<file path="src/rtl/fb_rect_fill.sv">
// Rectangle-fill engine: writes a solid colour into the framebuffer write port,
// one pixel per clock, optionally deferred to the next vertical blank.
module fb_rect_fill #(
    parameter int unsigned FB_WIDTH    = 320,
    parameter int unsigned FB_HEIGHT   = 240,
    parameter int unsigned ADDR_WIDTH  = 17,
    parameter int unsigned PIXEL_WIDTH = 12
) (
    input  logic                   clock,
    input  logic                   nreset,
    input  logic                   start,
    input  logic [8:0]             x,
    input  logic [7:0]             y,
    input  logic [8:0]             width,
    input  logic [7:0]             height,
    input  logic [PIXEL_WIDTH-1:0] color,
    input  logic                   wait_vblank,
    input  logic                   v_blank_interupt,
    output logic [ADDR_WIDTH-1:0]  fb_addr,
    output logic [PIXEL_WIDTH-1:0] fb_data,
    output logic                   fb_we,
    output logic                   busy,
    output logic                   done,
    output logic                   err
);

    localparam int unsigned XW = 9;
    localparam int unsigned YW = 8;
    localparam int unsigned AW = ADDR_WIDTH;
    localparam int unsigned PW = PIXEL_WIDTH;

    typedef enum logic [2:0] {
        IDLE    = 3'd0,
        WAIT_VB = 3'd1,
        SETUP   = 3'd2,
        FILL    = 3'd3,
        FINISH  = 3'd4
    } state_e;

    state_e        state_q, state_d;
    logic [XW-1:0] x_q, x_d, w_q, w_d, eff_w_q, eff_w_d, col_q, col_d;
    logic [YW-1:0] y_q, y_d, h_q, h_d, eff_h_q, eff_h_d, row_q, row_d;
    logic [PW-1:0] color_q, color_d;
    logic [AW-1:0] row_base_q, row_base_d;
    logic          rej_hold_q, rej_hold_d;
    logic [AW-1:0] fb_addr_q, fb_addr_d;
    logic [PW-1:0] fb_data_q, fb_data_d;
    logic          fb_we_q, fb_we_d;
    logic          busy_q, busy_d;
    logic          done_q, done_d;
    logic          err_q, err_d;
    logic [XW-1:0] room_w;
    logic [YW-1:0] room_h;
    logic          reject;

    always_ff @(posedge clock or negedge nreset) begin
        if (!nreset) begin
            state_q    <= IDLE;
            x_q        <= '0;
            y_q        <= '0;
            w_q        <= '0;
            h_q        <= '0;
            color_q    <= '0;
            eff_w_q    <= '0;
            eff_h_q    <= '0;
            col_q      <= '0;
            row_q      <= '0;
            row_base_q <= '0;
            rej_hold_q <= 1'b0;
            fb_addr_q  <= '0;
            fb_data_q  <= '0;
            fb_we_q    <= 1'b0;
            busy_q     <= 1'b0;
            done_q     <= 1'b0;
            err_q      <= 1'b0;
        end else begin
            state_q    <= state_d;
            x_q        <= x_d;
            y_q        <= y_d;
            w_q        <= w_d;
            h_q        <= h_d;
            color_q    <= color_d;
            eff_w_q    <= eff_w_d;
            eff_h_q    <= eff_h_d;
            col_q      <= col_d;
            row_q      <= row_d;
            row_base_q <= row_base_d;
            rej_hold_q <= rej_hold_d;
            fb_addr_q  <= fb_addr_d;
            fb_data_q  <= fb_data_d;
            fb_we_q    <= fb_we_d;
            busy_q     <= busy_d;
            done_q     <= done_d;
            err_q      <= err_d;
        end
    end

    always_comb begin
        state_d    = state_q;
        x_d        = x_q;
        y_d        = y_q;
        w_d        = w_q;
        h_d        = h_q;
        color_d    = color_q;
        eff_w_d    = eff_w_q;
        eff_h_d    = eff_h_q;
        col_d      = col_q;
        row_d      = row_q;
        row_base_d = row_base_q;
        rej_hold_d = rej_hold_q;
        fb_addr_d  = fb_addr_q;
        fb_data_d  = fb_data_q;
        fb_we_d    = 1'b0;
        done_d     = 1'b0;
        err_d      = err_q;
        room_w     = XW'(FB_WIDTH) - x_q;
        room_h     = YW'(FB_HEIGHT) - y_q;
        reject     = (x >= XW'(FB_WIDTH)) || (y >= YW'(FB_HEIGHT)) ||
                     (width == '0) || (height == '0);

        unique case (state_q)
            IDLE: begin
                if (start) begin
                    x_d     = x;
                    y_d     = y;
                    w_d     = width;
                    h_d     = height;
                    color_d = color;
                    if (reject) begin
                        err_d      = 1'b1;
                        rej_hold_d = 1'b1;
                        state_d    = FINISH;
                    end else begin
                        err_d   = 1'b0;
                        state_d = wait_vblank ? WAIT_VB : SETUP;
                    end
                end
            end
            WAIT_VB: begin
                if (!v_blank_interupt) state_d = SETUP;
            end
            SETUP: begin
                // Clip to the framebuffer edge; out-of-range origins were rejected earlier.
                eff_w_d    = (w_q > room_w) ? room_w : w_q;
                eff_h_d    = (h_q > room_h) ? room_h : h_q;
                row_base_d = AW'(y_q) * AW'(FB_WIDTH);
                col_d      = '0;
                row_d      = '0;
                state_d    = FILL;
            end
            FILL: begin
                fb_we_d   = 1'b1;
                fb_addr_d = row_base_q + AW'(x_q) + AW'(col_q);
                fb_data_d = color_q;
                if (col_q == eff_w_q - XW'(1)) begin
                    col_d      = '0;
                    row_d      = row_q + YW'(1);
                    row_base_d = row_base_q + AW'(FB_WIDTH);
                    if (row_q == eff_h_q - YW'(1)) state_d = FINISH;
                end else begin
                    col_d = col_q + XW'(1);
                end
            end
            FINISH: begin
                // A rejected start lingers one extra cycle so done keeps the zero-pixel latency.
                if (rej_hold_q) begin
                    rej_hold_d = 1'b0;
                end else begin
                    done_d  = 1'b1;
                    state_d = IDLE;
                end
            end
            default: state_d = IDLE;
        endcase

        busy_d = (state_d != IDLE);
    end

    assign fb_addr = fb_addr_q;
    assign fb_data = fb_data_q;
    assign fb_we   = fb_we_q;
    assign busy    = busy_q;
    assign done    = done_q;
    assign err     = err_q;

endmodule

</file>
<file path="config.mk">
export PLATFORM = sky130hd
export DESIGN_NAME = fb_rect_fill
export DESIGN_NICKNAME = d
export VERILOG_FILES = /design/src/rtl/fb_rect_fill.sv
export SDC_FILE = /design/constraint.sdc
export NUM_CORES = 1
export LEC_CHECK = 0
export ABC_AREA = 1
export CAP_MARGIN = 0
export CORE_ASPECT_RATIO = 2
export CORE_MARGIN = 2
export CORE_UTILIZATION = 40
export DETAILED_ROUTE_END_ITERATION = 8
export REMOVE_ABC_BUFFERS = 1
export SYNTH_ARGS = -nofsm -noshare
export SYNTH_HDL_FRONTEND = slang
export SYNTH_SLANG_ARGS = --single-unit
</file>
<file path="constraint.sdc">
create_clock -name clock -period 3 [get_ports clock]
set_input_delay 0.9 -clock clock [delete_from_list [all_inputs] [get_ports clock]]
set_output_delay 0.9 -clock clock [all_outputs]
set_load 0.05 [all_outputs]
</file>
==> out/summary.txt, run 1 <==
======================================================================================
Status .................................................................. finished, final reports clean
Leading cell types by total area after synthesis ........................ sky130_fd_sc_hd__dfrtp_1 41%, sky130_fd_sc_hd__nand2_1 15%, sky130_fd_sc_hd__ha_1 8.1%
Diode count .............................................................            0
Cell type with the largest total area after synthesis ................... sky130_fd_sc_hd__dfrtp_1
Core Rows ...............................................................           72
Count of cells along the worst register-to-register path ................           15
H-tree depth ............................................................            4
Min-Delay Path Class .................................................... input port to async pin
Initial antenna violation count .........................................            0
Required arrival time at the worst endpoint .............................      3.29 ns
Post-Synthesis Cells ....................................................        1,020
Crit path to ............................................................   eff_w_q[0]
Number of global-route vias before repair ...............................        6,908
Cell at the root of the clock tree ...................................... sky130_fd_sc_hd__clkbuf_16
Max FO, Critical Path ...................................................            8
Global-route wire length before repair ..................................    33,780 um
CTS Sinks ...............................................................          128
Antenna-violating nets left .............................................            0
Share of Yosys cell area claimed by the top area cell type ..............       40.71%
Max Freq ................................................................    356.0 MHz
CP Launch Point .........................................................       x_q[0]
Post-synthesis cell area ................................................    7869 um^2
YS warnings .............................................................            0
Starting utilization of the core area ...................................       40.82%
Number of top-level design ports ........................................           84
Number of post-CTS setup repair buffers .................................            0
Top Family by Delay on Critical Path .................................... simple AND/OR/NAND/NOR gates
Final setup margin ......................................................    0.1911 ns
Post-placement worst setup slack ........................................   0.04916 ns
Synth Area per Inst .....................................................   7.715 um^2
Launching point of the worst reg2reg path ...............................       x_q[0]
Final-report setup violation count ......................................            0
Max-capacitance violation count .........................................            0
Critical Path End Type ..................................................         flop
Arrival time of data at the critical path endpoint ......................      3.10 ns
Depth of the critical timing path with buffers and inverters included ...           15
Buf+Inv Stages, Crit Path ...............................................            3
Ratio of final minimum period to clock period ...........................       93.63%
Layout Nets .............................................................        1,212
Unique masters post-synth ...............................................           41
Number of port buffers ..................................................           83
Largest net degree at the start of global routing .......................           47
Inserted Clock Buffers ..................................................           17
TritonCTS clock tree ....................................................         done
Largest vdd supply drop .................................................    0.4038 mV
Category of the most critical setup path ................................ flop to flop
Average detailed-routed wire length per instance ........................     14.47 um
Most common cell after layout, fill and taps aside ...................... sky130_fd_sc_hd__nand2_1
Area of the die .........................................................  20,880 um^2
Routed wire length ......................................................    19,910 um
Seq cells post-synth ....................................................          128
Register-to-Register Setup Slack ........................................      0.19 ns
Power density cells ..................................................... 412.0 nW/um^2
Library cell contributing the largest single delay on the critical path . sky130_fd_sc_hd__dfrtp_2
Residual DRC ............................................................            0
CTS Hold Buffers Added ..................................................            0
Fin crit period .........................................................     2.809 ns
Leakage component of the power ..........................................  0.004842 uW
Series of cell instances along the critical path ........................ inv_1 -> ha_2 -> nor3b_4 -> nand3_2 -> a21oi_2 -> xnor2_1 -> ha_1 -> inv_1 -> nor3_2 -> nand3b_1 -> nand4_1 -> nand2_1 -> buf_4 -> o21ai_0 -> o21ai_0
Clock transition at path regs ...........................................      0.05 ns
Die outline width .......................................................     103.2 um
Gp weighted congestion ..................................................       0.9082
Longest individual stage delay on the worst path ........................      0.44 ns
Final max-slew violation count ..........................................            0
Iteration count of the initial detailed-routing pass ....................            4
Worst-skew pair later-pin latency .......................................      0.43 ns
Worst-margin pin slew ...................................................    0.6839 ns
Maximum number of buffers from clock root to sink .......................            2
DRC violation total after the first TritonRoute iteration ...............          214
Slew Limit Headroom .....................................................       54.34%
Commonest non-fill, non-tap cells in the layout ......................... 323 x sky130_fd_sc_hd__nand2_1, 127 x sky130_fd_sc_hd__dfrtp_1, 96 x sky130_fd_sc_hd__inv_1
Worst Setup Start Kind ..................................................         flop
Part of the Yosys area used for sequential elements .....................       40.71%
Setup_tns ...............................................................         0 ns
Height of the die .......................................................     202.4 um
Standard cell core area .................................................  19,280 um^2
Total GRT Usage .........................................................       20.94%
Avg Vias per Cell .......................................................        4.946
Final Skew ..............................................................  0.004560 ns
Vias after detailed routing .............................................        6,806
Reg2reg end .............................................................   eff_w_q[0]
Count of final hold-check violations ....................................            0
HPWL reported at the end of detailed placement ..........................    15,030 um
Share of layout cells above drive strength 1 ............................       6.446%
Total congestion overflow ...............................................            0
Area growth from synthesis to layout ....................................       22.69%
======================================================================================
-- worst min path at each step --
stage	end	slack, ns	startpoint
final	fb_data[11]	0.38	nreset
after global routing	fb_data[11]	0.40	nreset
after CTS	fb_addr[0]	0.38	nreset
after detailed placement	done	0.45	rej_hold_q
after global placement	fb_addr[0]	0.45	fb_addr[0]
after floorplan	done	0.42	rej_hold_q
-- through the flow --
step	total power, uW	area (um^2)	hold slack, ns	instances	utilization [%]
after CTS	4034	9617	0.3796	1376	49.88
after floorplan	1765	7704	0.4230	985	-
after global routing	4107	9654	0.3981	1376	50.08
final	3978	9654	0.3793	1376	50.08
after detailed placement	1879	9004	0.4473	1345	46.70
after global placement	1878	9004	0.4532	1345	46.70
-- where the power goes --
part | total [uW] | switching, uW | internal [uW]
logic | 117 | 53.1 | 63.4
clock network | 2130 | 741 | 1390
registers | 1730 | 0 | 1730
total | 3980 | 794 | 3180
-- worst register-to-register path: stages (launching register included) --
cell and delay, ns:
sky130_fd_sc_hd__dfrtp_2 0.44, sky130_fd_sc_hd__inv_1 0.08, sky130_fd_sc_hd__ha_2 0.19, sky130_fd_sc_hd__nor3b_4 0.22
sky130_fd_sc_hd__nand3_2 0.15, sky130_fd_sc_hd__a21oi_2 0.16, sky130_fd_sc_hd__xnor2_1 0.09, sky130_fd_sc_hd__ha_1 0.36
sky130_fd_sc_hd__inv_1 0.07, sky130_fd_sc_hd__nor3_2 0.21, sky130_fd_sc_hd__nand3b_1 0.10, sky130_fd_sc_hd__nand4_1 0.08
sky130_fd_sc_hd__nand2_1 0.11, sky130_fd_sc_hd__buf_4 0.18, sky130_fd_sc_hd__o21ai_0 0.14, sky130_fd_sc_hd__o21ai_0 0.10
-- per-layer routing --
metal  global-route usage (%)  part of all wire, %  vias up
li1                         -                    -     3474
met1                    22.15                   38     3183
met2                    39.38                   56      118
met3                    4.080                  3.3       31
met4                    7.801                  2.7        0
met5                        0                    0        -
-- sequential cells by signal, indices dropped and copies added, names as in the netlist --
| register | cells |
|---|---|
| fb_addr | 17 |
| color_q | 12 |
| fb_data | 12 |
| row_base_q | 11 |
| col_q | 9 |
| eff_w_q | 9 |
| w_q | 9 |
| x_q | 9 |
| eff_h_q | 8 |
| h_q | 8 |
| row_q | 8 |
| y_q | 8 |
| state_q | 3 |
| busy | 1 |
| done | 1 |
| err | 1 |
| fb_we | 1 |
| rej_hold_q | 1 |
-- cells in the mapped netlist (all sizes together) --
master    n
o31ai     3
a21o      1
buf      15
nor3     11
and3      1
a211oi    1
nand4    13
inv      97
nand3b    2
o22ai     2
nor2     66
fa        5
o21a      1
a32o      1
a31oi     8
nor3b     3
or2       5
a21boi    3
a21oi    31
xor2     35
xnor2    18
clkbuf   20
ha       51
o21ai    78
nand3    80
dfrtp   128
nor4      1
nand2   325
o21bai    3
clkinv    1
o21ba     1
o211ai   10
-- cell families (layout without fill, tap and decap cells) --
logic type	Yosys count	in the layout	share of synthesized area, %
xor gates and xnor gates	53	53	5.899
DFF	128	128	40.71
and+or+nand+nor	507	507	27.16
AOI/OAI and AO/OA	143	143	10.08
adders and majority gates	56	56	9.381
buffers and inverters	133	230	6.774
-- final cells by class --
type / count / area (um^2)
fill: 1960 / 9624
timing repair buffer: 101 / 975.9
sequential: 128 / 3204
inverter: 98 / 371.6
tap: 259 / 324.1
clock buffer: 27 / 543.0
clock inverter: 4 / 70.07
multi-input combinational: 759 / 4165
-- repair_timing --
item                                    in CTS  in global routing
endpoints found under the hold margin        0                  0
endpoints found under the setup margin       0                  9
gates resized for setup                      0                 10
No activity file was read; power rests on OpenSTA's default activity.
==> run 2: changes to the inputs <==
==> constraint.sdc (replaced) <==
create_clock -name clock -period 2.9 [get_ports clock]
set_input_delay 0.87 -clock clock [delete_from_list [all_inputs] [get_ports clock]]
set_output_delay 0.87 -clock clock [all_outputs]
set_load 0.05 [all_outputs]
==> out/summary.txt, run 2 (synthesis gave the netlist of run 1 again) <==
======================================================================================
Total congestion overflow ...............................................            0
Diode count .............................................................            0
Number of port buffers ..................................................           83
Die outline width .......................................................     103.2 um
Final Skew ..............................................................   0.01021 ns
Post-placement worst setup slack ........................................   0.02352 ns
Inserted Clock Buffers ..................................................           17
Worst-skew pair later-pin latency .......................................      0.43 ns
Largest vdd supply drop .................................................    0.4149 mV
Setup_tns ...............................................................         0 ns
Min-Delay Path Class .................................................... input port to async pin
H-tree depth ............................................................            4
Final max-slew violation count ..........................................            0
Final-report setup violation count ......................................            0
Max FO, Critical Path ...................................................            8
HPWL reported at the end of detailed placement ..........................    15,290 um
Max-capacitance violation count .........................................            0
Met3 demand-to-capacity share in global routing .........................       3.562%
Area of the die .........................................................  20,880 um^2
Non-filler instance count after layout ..................................        1,383
Area growth from synthesis to layout ....................................       22.98%
Critical Path End Type ..................................................         flop
Busiest layer in global routing .........................................         met2
Residual DRC ............................................................            0
Avg Vias per Cell .......................................................        4.983
Global-route wire length before repair ..................................    33,290 um
TritonCTS clock tree ....................................................         done
Category of the most critical setup path ................................ flop to flop
Required arrival time at the worst endpoint .............................      3.25 ns
Vias after detailed routing .............................................        6,891
Longest individual stage delay on the worst path ........................      0.43 ns
Layout Nets .............................................................        1,219
GRT met2 Usage ..........................................................       37.94%
Largest net degree at the start of global routing .......................           43
Count of final hold-check violations ....................................            0
Dominant cell type by count on the critical path ........................ sky130_fd_sc_hd__o21ai_0
Standard cell core area .................................................  19,280 um^2
Ratio of final minimum period to clock period ...........................       94.89%
Slew Limit Headroom .....................................................       63.22%
Clock transition at path regs ...........................................      0.05 ns
Gp weighted congestion ..................................................       0.9041
Status .................................................................. finished, final reports clean
Worst-margin pin slew ...................................................    0.5500 ns
DRC violation total after the first TritonRoute iteration ...............          229
Inst Count DP ...........................................................        1,350
Worst Setup Start Kind ..................................................         flop
Arrival time of data at the critical path endpoint ......................      3.10 ns
Met1 global-route usage .................................................       22.36%
Library cell contributing the largest single delay on the critical path . sky130_fd_sc_hd__dfrtp_1
Most common cell after layout, fill and taps aside ...................... sky130_fd_sc_hd__nand2_1
Initial antenna violation count .........................................            0
Average detailed-routed wire length per instance ........................     14.64 um
Maximum number of buffers from clock root to sink .......................            2
Share of layout cells above drive strength 1 ............................       7.206%
Hold_ws .................................................................    0.3916 ns
Max Freq ................................................................    363.4 MHz
Leakage component of the power ..........................................  0.004842 uW
Iteration count of the initial detailed-routing pass ....................            5
Cell at the root of the clock tree ...................................... sky130_fd_sc_hd__clkbuf_16
Fin crit period .........................................................     2.752 ns
Number of global-route vias before repair ...............................        6,860
Core Rows ...............................................................           72
Starting utilization of the core area ...................................       40.82%
Commonest non-fill, non-tap cells in the layout ......................... 322 x sky130_fd_sc_hd__nand2_1, 127 x sky130_fd_sc_hd__dfrtp_1, 94 x sky130_fd_sc_hd__inv_1
Routed wire length ......................................................    20,250 um
Number of top-level design ports ........................................           84
Series of cell instances along the critical path ........................ inv_2 -> ha_4 -> nor3b_4 -> nand3_2 -> a21oi_2 -> xnor2_2 -> ha_1 -> inv_1 -> nor3_2 -> nand3b_1 -> nand4_1 -> nand2_2 -> buf_6 -> a21oi_1 -> o21ai_0 -> o21ai_0
CTS Sinks ...............................................................          128
Antenna-violating nets left .............................................            0
Total GRT Usage .........................................................       20.82%
Post-layout util ........................................................       50.19%
Final setup margin ......................................................    0.1483 ns
Height of the die .......................................................     202.4 um
Number of flip-flops in the largest register ............................           17
Power density cells ..................................................... 405.2 nW/um^2
======================================================================================
-- run 2: cell count changes in the layout (fill, tap and decap cells not counted), moves of 2 or more --
cell | previous run | this run
sky130_fd_sc_hd__clkbuf_8 | 8 | 3
sky130_fd_sc_hd__buf_4 | 18 | 22
sky130_fd_sc_hd__clkbuf_1 | 2 | 5
sky130_fd_sc_hd__clkinv_2 | 2 | 4
sky130_fd_sc_hd__inv_1 | 96 | 94
sky130_fd_sc_hd__inv_2 | 1 | 3
-- run 2: worst paths after layout --
path,to,slack [ns],cells after the start,start
setup / recovery,eff_w_q[0],0.15,16,x_q[1]
hold / removal,fb_data[11],0.39,1,nreset
setup reg to reg,eff_w_q[0],0.15,16,x_q[1]
hold reg to reg,done,0.46,1,rej_hold_q
max in group asynchronous,row_base_q[11],1.78,2,nreset
min in group clock,done,0.46,1,rej_hold_q
-- run 2: stage by stage --
stage               total power, uW  area (um^2)
global route                   4055         9677
CTS                            3975         9597
floorplan                      1826         7704
global placement               1945         9054
detailed placement             1946         9054
finish                         3921         9677
-- run 2: area by class of cell --
class                   instances  area (um^2)
repair buffers                107         1037
clock buffers                  25        485.5
inverters                      98        371.6
flip-flops and latches        128         3204
well taps                     259        324.1
multi-input cells             759         4192
repair inverters                1        5.005
clock inverters                 6        57.56
fillers                      1911         9602
-- run 2: report_power, final --
group / leakage [uW] / switching, uW / internal (uW)
Sequential: 0.00162 / 0 / 1790
Combinational: 0.00296 / 55.6 / 67.3
Clock: 0.000267 / 777 / 1230
Total: 0.00484 / 832 / 3090
-- run 2: what timing repair did --
| item | 4_1_cts | 5_1_grt |
|---|---|---|
| hold buffers | 0 | 0 |
| setup endpoints to repair | 0 | 9 |
| setup buffers | 0 | 1 |
| gates resized for setup | 0 | 18 |
-- run 2: critical path, delay by kind of cell, from the launching register on --
kind            cells  cell delay [ns]
xor+xnor            1             0.08
flops               1             0.43
compound gates      4             0.51
buf+inv             3             0.33
simple gates        6             0.83
fa+ha+maj           2             0.49
-- run 2: per-layer routing --
metal	wire length (um)	part of all wire [%]
met3	706	3.5
met1	7610	38
met2	11200	55
met4	738	3.6
met5	0	0
==> run 3: changes to the inputs <==
--- a/config.mk
+++ b/config.mk
@@ -12,6 +12,7 @@
 export CORE_UTILIZATION = 40
 export DETAILED_ROUTE_END_ITERATION = 8
 export REMOVE_ABC_BUFFERS = 1
+export SLEW_MARGIN = 20
 export SYNTH_ARGS = -nofsm -noshare
 export SYNTH_HDL_FRONTEND = slang
 export SYNTH_SLANG_ARGS = --single-unit
==> results of run 3 <==
The final DEF is identical to that of run 2; final timing and power are the same.
==> edit 1: new RTL, config.mk and constraints of run 1 <==
Take the reset off `x_q`, `y_q`, `w_q`, `h_q`, `fb_addr_q` and `fb_data_q` and load them in a clocked block of their own.
--- a/src/rtl/fb_rect_fill.sv
+++ b/src/rtl/fb_rect_fill.sv
@@ -57,8 +57,4 @@
         if (!nreset) begin
             state_q    <= IDLE;
-            x_q        <= '0;
-            y_q        <= '0;
-            w_q        <= '0;
-            h_q        <= '0;
             color_q    <= '0;
             eff_w_q    <= '0;
@@ -68,6 +64,4 @@
             row_base_q <= '0;
             rej_hold_q <= 1'b0;
-            fb_addr_q  <= '0;
-            fb_data_q  <= '0;
             fb_we_q    <= 1'b0;
             busy_q     <= 1'b0;
@@ -76,8 +70,4 @@
         end else begin
             state_q    <= state_d;
-            x_q        <= x_d;
-            y_q        <= y_d;
-            w_q        <= w_d;
-            h_q        <= h_d;
             color_q    <= color_d;
             eff_w_q    <= eff_w_d;
@@ -87,6 +77,4 @@
             row_base_q <= row_base_d;
             rej_hold_q <= rej_hold_d;
-            fb_addr_q  <= fb_addr_d;
-            fb_data_q  <= fb_data_d;
             fb_we_q    <= fb_we_d;
             busy_q     <= busy_d;
@@ -94,4 +82,13 @@
             err_q      <= err_d;
         end
+    end
+
+    always_ff @(posedge clock) begin
+        x_q       <= x_d;
+        y_q       <= y_d;
+        w_q       <= w_d;
+        h_q       <= h_d;
+        fb_addr_q <= fb_addr_d;
+        fb_data_q <= fb_data_d;
     end
 
Check against the original RTL: differs if nreset is asserted again (counterexample within 4 cycles, from zero or initial values and one cycle with nreset low); with nreset held inactive, the same outputs for 4 cycles.
==> edit 1 against run 1 <==
  * Routed wire length fell by 13%
  * Cell count fell by 14%
  * Cell area fell by 4.4%
  * Worst setup slack improved by 0.091 ns
  * Sequential cell count did not move
  * Synthesized area fell by 5.4%
  * Die area fell by 5.2%
  * Fmax rose by 3.4%
  * Global-route usage fell by 2.2 points
  * Critical path type unchanged
  * Highest routed layer unchanged
Power is not compared: it rests on default switching activity, and its combinational part moved more than twofold at a synthesized area within 25%.
==> edit 1: results (changes against run 1) <==
Layout cells sized above 1 - 8.47% (+2.0 points)
Critical Path AT - 3.01 ns (-0.09 ns)
DR pass1 iterations - 4 (unchanged)
Initial DRC count - 254 (+19%)
Largest net degree at the start of global routing - 66 (+40%)
Total CTS buffers - 17 (unchanged)
Maximum VDD drop - 649 uV
Finished Layout Cells - 1184 (-14%)
Post-DP HPWL - 13.3 mm (-12%)
Sequential share of the synthesized area - 47.2% (+6.5 points)
P_leak - 4.22 nW
Nets - 1062 (-12%)
R2r endpoint - eff_h_q[0]$_DFFE_PN0P_
CP peak stage delay - 0.50 ns (+0.06 ns)
Outcome - finished, final reports clean
WL met2 - 9.84 mm (-12%)
Cell Area, Placed - 8590 um^2 (-4.6%)
Final Skew - 0.00609 ns (+0.00153 ns)
Reg-to-reg slack, setup - 0.28 ns (+0.09 ns)
Async set-reset flop share out of synthesis - 50.8% (-49 points)
Worst Setup Slack post-DPL - 0.173 ns (+0.123 ns)
Worst slew pin tran - 0.562 ns (-0.122 ns)
GRT Total Usage - 18.7% (-2.2 points)
DR vias/cell - 5.01 (+1.3%)
First-pass GRT wire length - 28.6 mm (-15%)
R2R depth - 12 (-3)
Synth area leaders - edfxtp_1, dfrtp_1, nand2_1
Wire length on met3 - 562 um (-15%)
Footprint of the multi-input gates - 3550 um^2 (-15%)
Hold slack - 0.449 ns (+0.0700 ns)
Most frequent cells after synthesis - nand2_1, inv_1, dfrtp_1, edfxtp_1, nor2_1
Hold crit path type - flip-flop to flip-flop
Metal-1 WL - 6.50 mm (-14%)
Avg Inst Size Synth - 8.72 um^2 (+13%)
Reg2Reg Launch Point - y_q[0]$_DFFE_PP_
Max FO, Critical Path - 15 (+7)
EDFF count, synth - 63 (+63)
Filler cells - 1729 (-12%)
Worst path slowest cell - edfxtp_1
Placer congestion estimate - 0.903 (-0.62%)
Post-layout min period - 2.72 ns (-0.0913 ns)
Vias in the first global route - 5959 (-14%)
-- edit 1: power breakdown --
group          internal [mW]  switching [mW]  leakage [nW]  total (mW)
logic                   1.44            2.72          2.52        4.16
registers               2.55           0.417          1.42        2.97
clock network           1.32           0.792         0.286        2.12
total                   5.31            3.93          4.22        9.24
-- edit 1: how the worst max path moves through the flow --
| stage | start | endpoint |
|---|---|---|
| after CTS | x_q[1]$_DFFE_PP_ | eff_w_q[3]$_DFFE_PN0P_ |
| after floorplan | x_q[0]$_DFFE_PP_ | eff_w_q[1]$_DFFE_PN0P_ |
| after global routing | x_q[1]$_DFFE_PP_ | eff_w_q[3]$_DFFE_PN0P_ |
| after global placement | x_q[1]$_DFFE_PP_ | eff_w_q[3]$_DFFE_PN0P_ |
| after detailed placement | x_q[1]$_DFFE_PP_ | eff_w_q[2]$_DFFE_PN0P_ |
| final | y_q[0]$_DFFE_PP_ | eff_h_q[0]$_DFFE_PN0P_ |
-- edit 1: layout make-up --
| cell class | count | share of cell area, % |
|---|---|---|
| Clock inverter | 14 | 1.79 |
| Tap cell | 216 | 2.93 |
| Sequential cell | 128 | 38.1 |
| Multi-Input combinational cell | 623 | 38.4 |
| Clock buffer | 18 | 4.76 |
| Timing Repair Buffer | 101 | 10.6 |
| Inverter | 84 | 3.42 |
-- edit 1: kinds of logic after synthesis --
| logic type | after synthesis | synth area share, % |
|---|---|---|
| muxes | 1 | 0.134 |
| buffers and inverters | 103 | 5.54 |
| and+or+nand+nor | 414 | 23.6 |
| adders and majority gates | 56 | 9.91 |
| AOI/OAI and AO/OA | 102 | 7.73 |
| DFF | 128 | 47.2 |
| xor gates and xnor gates | 50 | 5.88 |
-- edit 1: layer usage --
layer	up-vias	GRT usage, %
li1	3024	-
met1	2776	19.3
met2	107	35.9
met3	23	3.55
met4	0	7.76
met5	-	0
==> edit 2: new RTL, settings of run 1 <==
Made on the original files. Set the parameter `ADDR_WIDTH` to 34 (it was 17).
--- a/src/rtl/fb_rect_fill.sv
+++ b/src/rtl/fb_rect_fill.sv
@@ -4,5 +4,5 @@
     parameter int unsigned FB_WIDTH    = 320,
     parameter int unsigned FB_HEIGHT   = 240,
-    parameter int unsigned ADDR_WIDTH  = 17,
+    parameter int unsigned ADDR_WIDTH  = 34,
     parameter int unsigned PIXEL_WIDTH = 12
 ) (
Interface: changed (resized fb_addr); port bits go from 84 to 101. No check against the original RTL was run, so the function may have changed too.
==> edit 2 against run 1 <==
  * Clock skew is 0.0032 ns higher
  * Core utilization is 0.76 points lower
  * Via count rose by 31%
  * Highest routed layer unchanged
  * Global-route usage is 1.9 points higher
  * Power rose to 3.3 times the old value
  * Combinational power rose to 60 times the old value
  * Routed wire length is 43% higher
  * Synthesized area increased by 27%
  * Sequential cell count rose by 34
  * Fmax down 0.76%
  * Cell area grew 25%
  * Worst setup slack worse by 0.022 ns
==> edit 2: results (changes against run 1) <==
Outcome - finished, final reports clean
Initial DRC count - 459 (+110%)
Post-synthesis compound-gate area fraction - 10.7% (+0.62 points)
Final wirelength - 28.5 mm (+43%)
CTS Buffer Depth - 2 (unchanged)
P_leak - 5.67 nW (+17%)
Synth area leaders - dfrtp_1, nand2_1, ha_1
DR pass1 iterations - 5 (+1)
Synth Warn # - 0 (unchanged)
IO Port Bufs - 100 (+20%)
Nets - 1521 (+25%)
First-pass GRT wire length - 46.0 mm (+36%)
Max FFs per register - 34 (+17)
Worst-path clk slew - 0.07 ns (+0.02 ns)
Later-pin clock latency in the skew report - 0.46 ns (+0.03 ns)
Maximum VDD drop - 626 uV (+55%)
Max_slew headroom - 62.0% (+7.6 points)
Layout cells sized above 1 - 8.06% (+1.6 points)
Vias in the first global route - 9065 (+31%)
Initial antenna violation count - 1 (+1)
Vias - 8902 (+31%)
Async set-reset flop share out of synthesis - 100% (unchanged)
Adder-Cell Fraction of Synth Area - 7.40% (-2.0 points)
Critical Path AT - 3.17 ns (+0.07 ns)
Mux cell area share after synthesis - 0% (unchanged)
Root Buffer - clkbuf_16
Max FO, Critical Path - 7 (-1)
Placer congestion estimate - 0.930 (+2.4%)
Max H-tree Level - 4 (unchanged)
Hold crit path type - input port to asynchronous set/reset pin
GRT Total Usage - 22.9% (+1.9 points)
Final Skew - 0.00771 ns (+0.00315 ns)
Worst Setup Slack post-DPL - 0.0307 ns (-0.0184 ns)
Sequential share of the synthesized area - 40.7% (-0.054 points)
Largest net degree at the start of global routing - 82 (+74%)
Library cells used by synthesis - 41 (unchanged)
Synth Flop Type - dfrtp_1
Total CTS buffers - 17 (unchanged)
Most frequent cells after synthesis - nand2_1, dfrtp_1, inv_1, nor2_1, o21ai_0
Post-DP HPWL - 21.5 mm (+43%)
XOR/XNOR share of the synthesized area - 5.97% (+0.073 points)
==> edit 2: power by group <==
group / total (mW) / switching [mW] / internal, mW / leakage [nW]
sequential: 3.65 / 0.709 / 2.94 / 2.09
clock: 2.35 / 0.973 / 1.38 / 0.300
combinational: 7.00 / 4.50 / 2.49 / 3.28
total: 13.0 / 6.19 / 6.81 / 5.67
==> edit 2: layout make-up <==
| cell class | instances | area [um^2] |
|---|---|---|
| Fill cell | 2475 | 12400 |
| Multi-Input combinational cell | 969 | 5230 |
| Sequential cell | 162 | 4050 |
| Timing Repair Buffer | 127 | 1250 |
| Inverter | 136 | 514 |
| Clock buffer | 21 | 470 |
| Tap cell | 332 | 415 |
| Clock inverter | 11 | 150 |
| Timing Repair inverter | 1 | 7.51 |
| Antenna cell | 1 | 2.50 |
==> edit 2: final timing paths <==
kind	startpoint	to	slack, ns	cells after the start
max in group asynchronous	nreset	eff_w_q[0]$_DFFE_PN0P_	1.87	2
min in group clock	rej_hold_q$_DFFE_PN0P_	done$_DFF_PN0_	0.46	1
setup / recovery	x_q[0]$_DFFE_PN0P_	eff_w_q[7]$_DFFE_PN0P_	0.17	14
setup reg to reg	x_q[0]$_DFFE_PN0P_	eff_w_q[7]$_DFFE_PN0P_	0.17	14
hold reg to reg	rej_hold_q$_DFFE_PN0P_	done$_DFF_PN0_	0.46	1
hold / removal	nreset	color_q[4]$_DFFE_PN0P_	0.34	1
==> edit 2: timing repair <==
item | CTS | global route
endpoints found under the setup margin | 0 | 12
resized for setup | 0 | 17
buffers inserted | 0 | 2
==> edit 2: layer usage <==
layer / GRT usage [%] / wire length (um) / vias to the layer above
met5: 0 / 0 / -
met2: 42.6 / 15600 / 174
li1: - / - / 4425
met3: 3.83 / 782 / 72
met4: 12.0 / 1510 / 0
met1: 24.0 / 10600 / 4231
==> edit 2: worst max-delay path, stage by stage, from the launching register on <==
cell	delay (ns)
dfrtp_1	0.38
buf_4	0.15
nor3_2	0.23
nand3_1	0.16
o21ai_1	0.18
xor2_1	0.11
ha_1	0.31
inv_1	0.07
nor4_2	0.28
nand4_1	0.15
nand2_2	0.14
buf_4	0.14
clkinvlp_4	0.14
o21ai_0	0.21
nand2_1	0.07
==> edit 2: kinds of logic (layout without fill, tap and decap cells) <==
group,Yosys count,after routing
AND/OR/NAND/NOR,665,665
AO/OA/AOI/OAI,180,180
buffers and inverters,176,296
flip-flops,162,162
XOR/XNOR,68,68
adder cells (fa/ha/maj),56,56
other,0,1
==> edit 2: per-stage QoR <==
step	instance area [um^2]	power, mW	setup TNS [ns]	instances	hold WS [ns]
floorplan	9750	8.09	-1.99	1267	0.423
global placement	11400	10.4	0	1724	0.442
detailed placement	11400	10.5	0	1724	0.445
CTS	12000	12.9	0	1756	0.327
global route	12100	14.0	-0.414	1760	0.355
finish	12100	13.0	0	1760	0.340
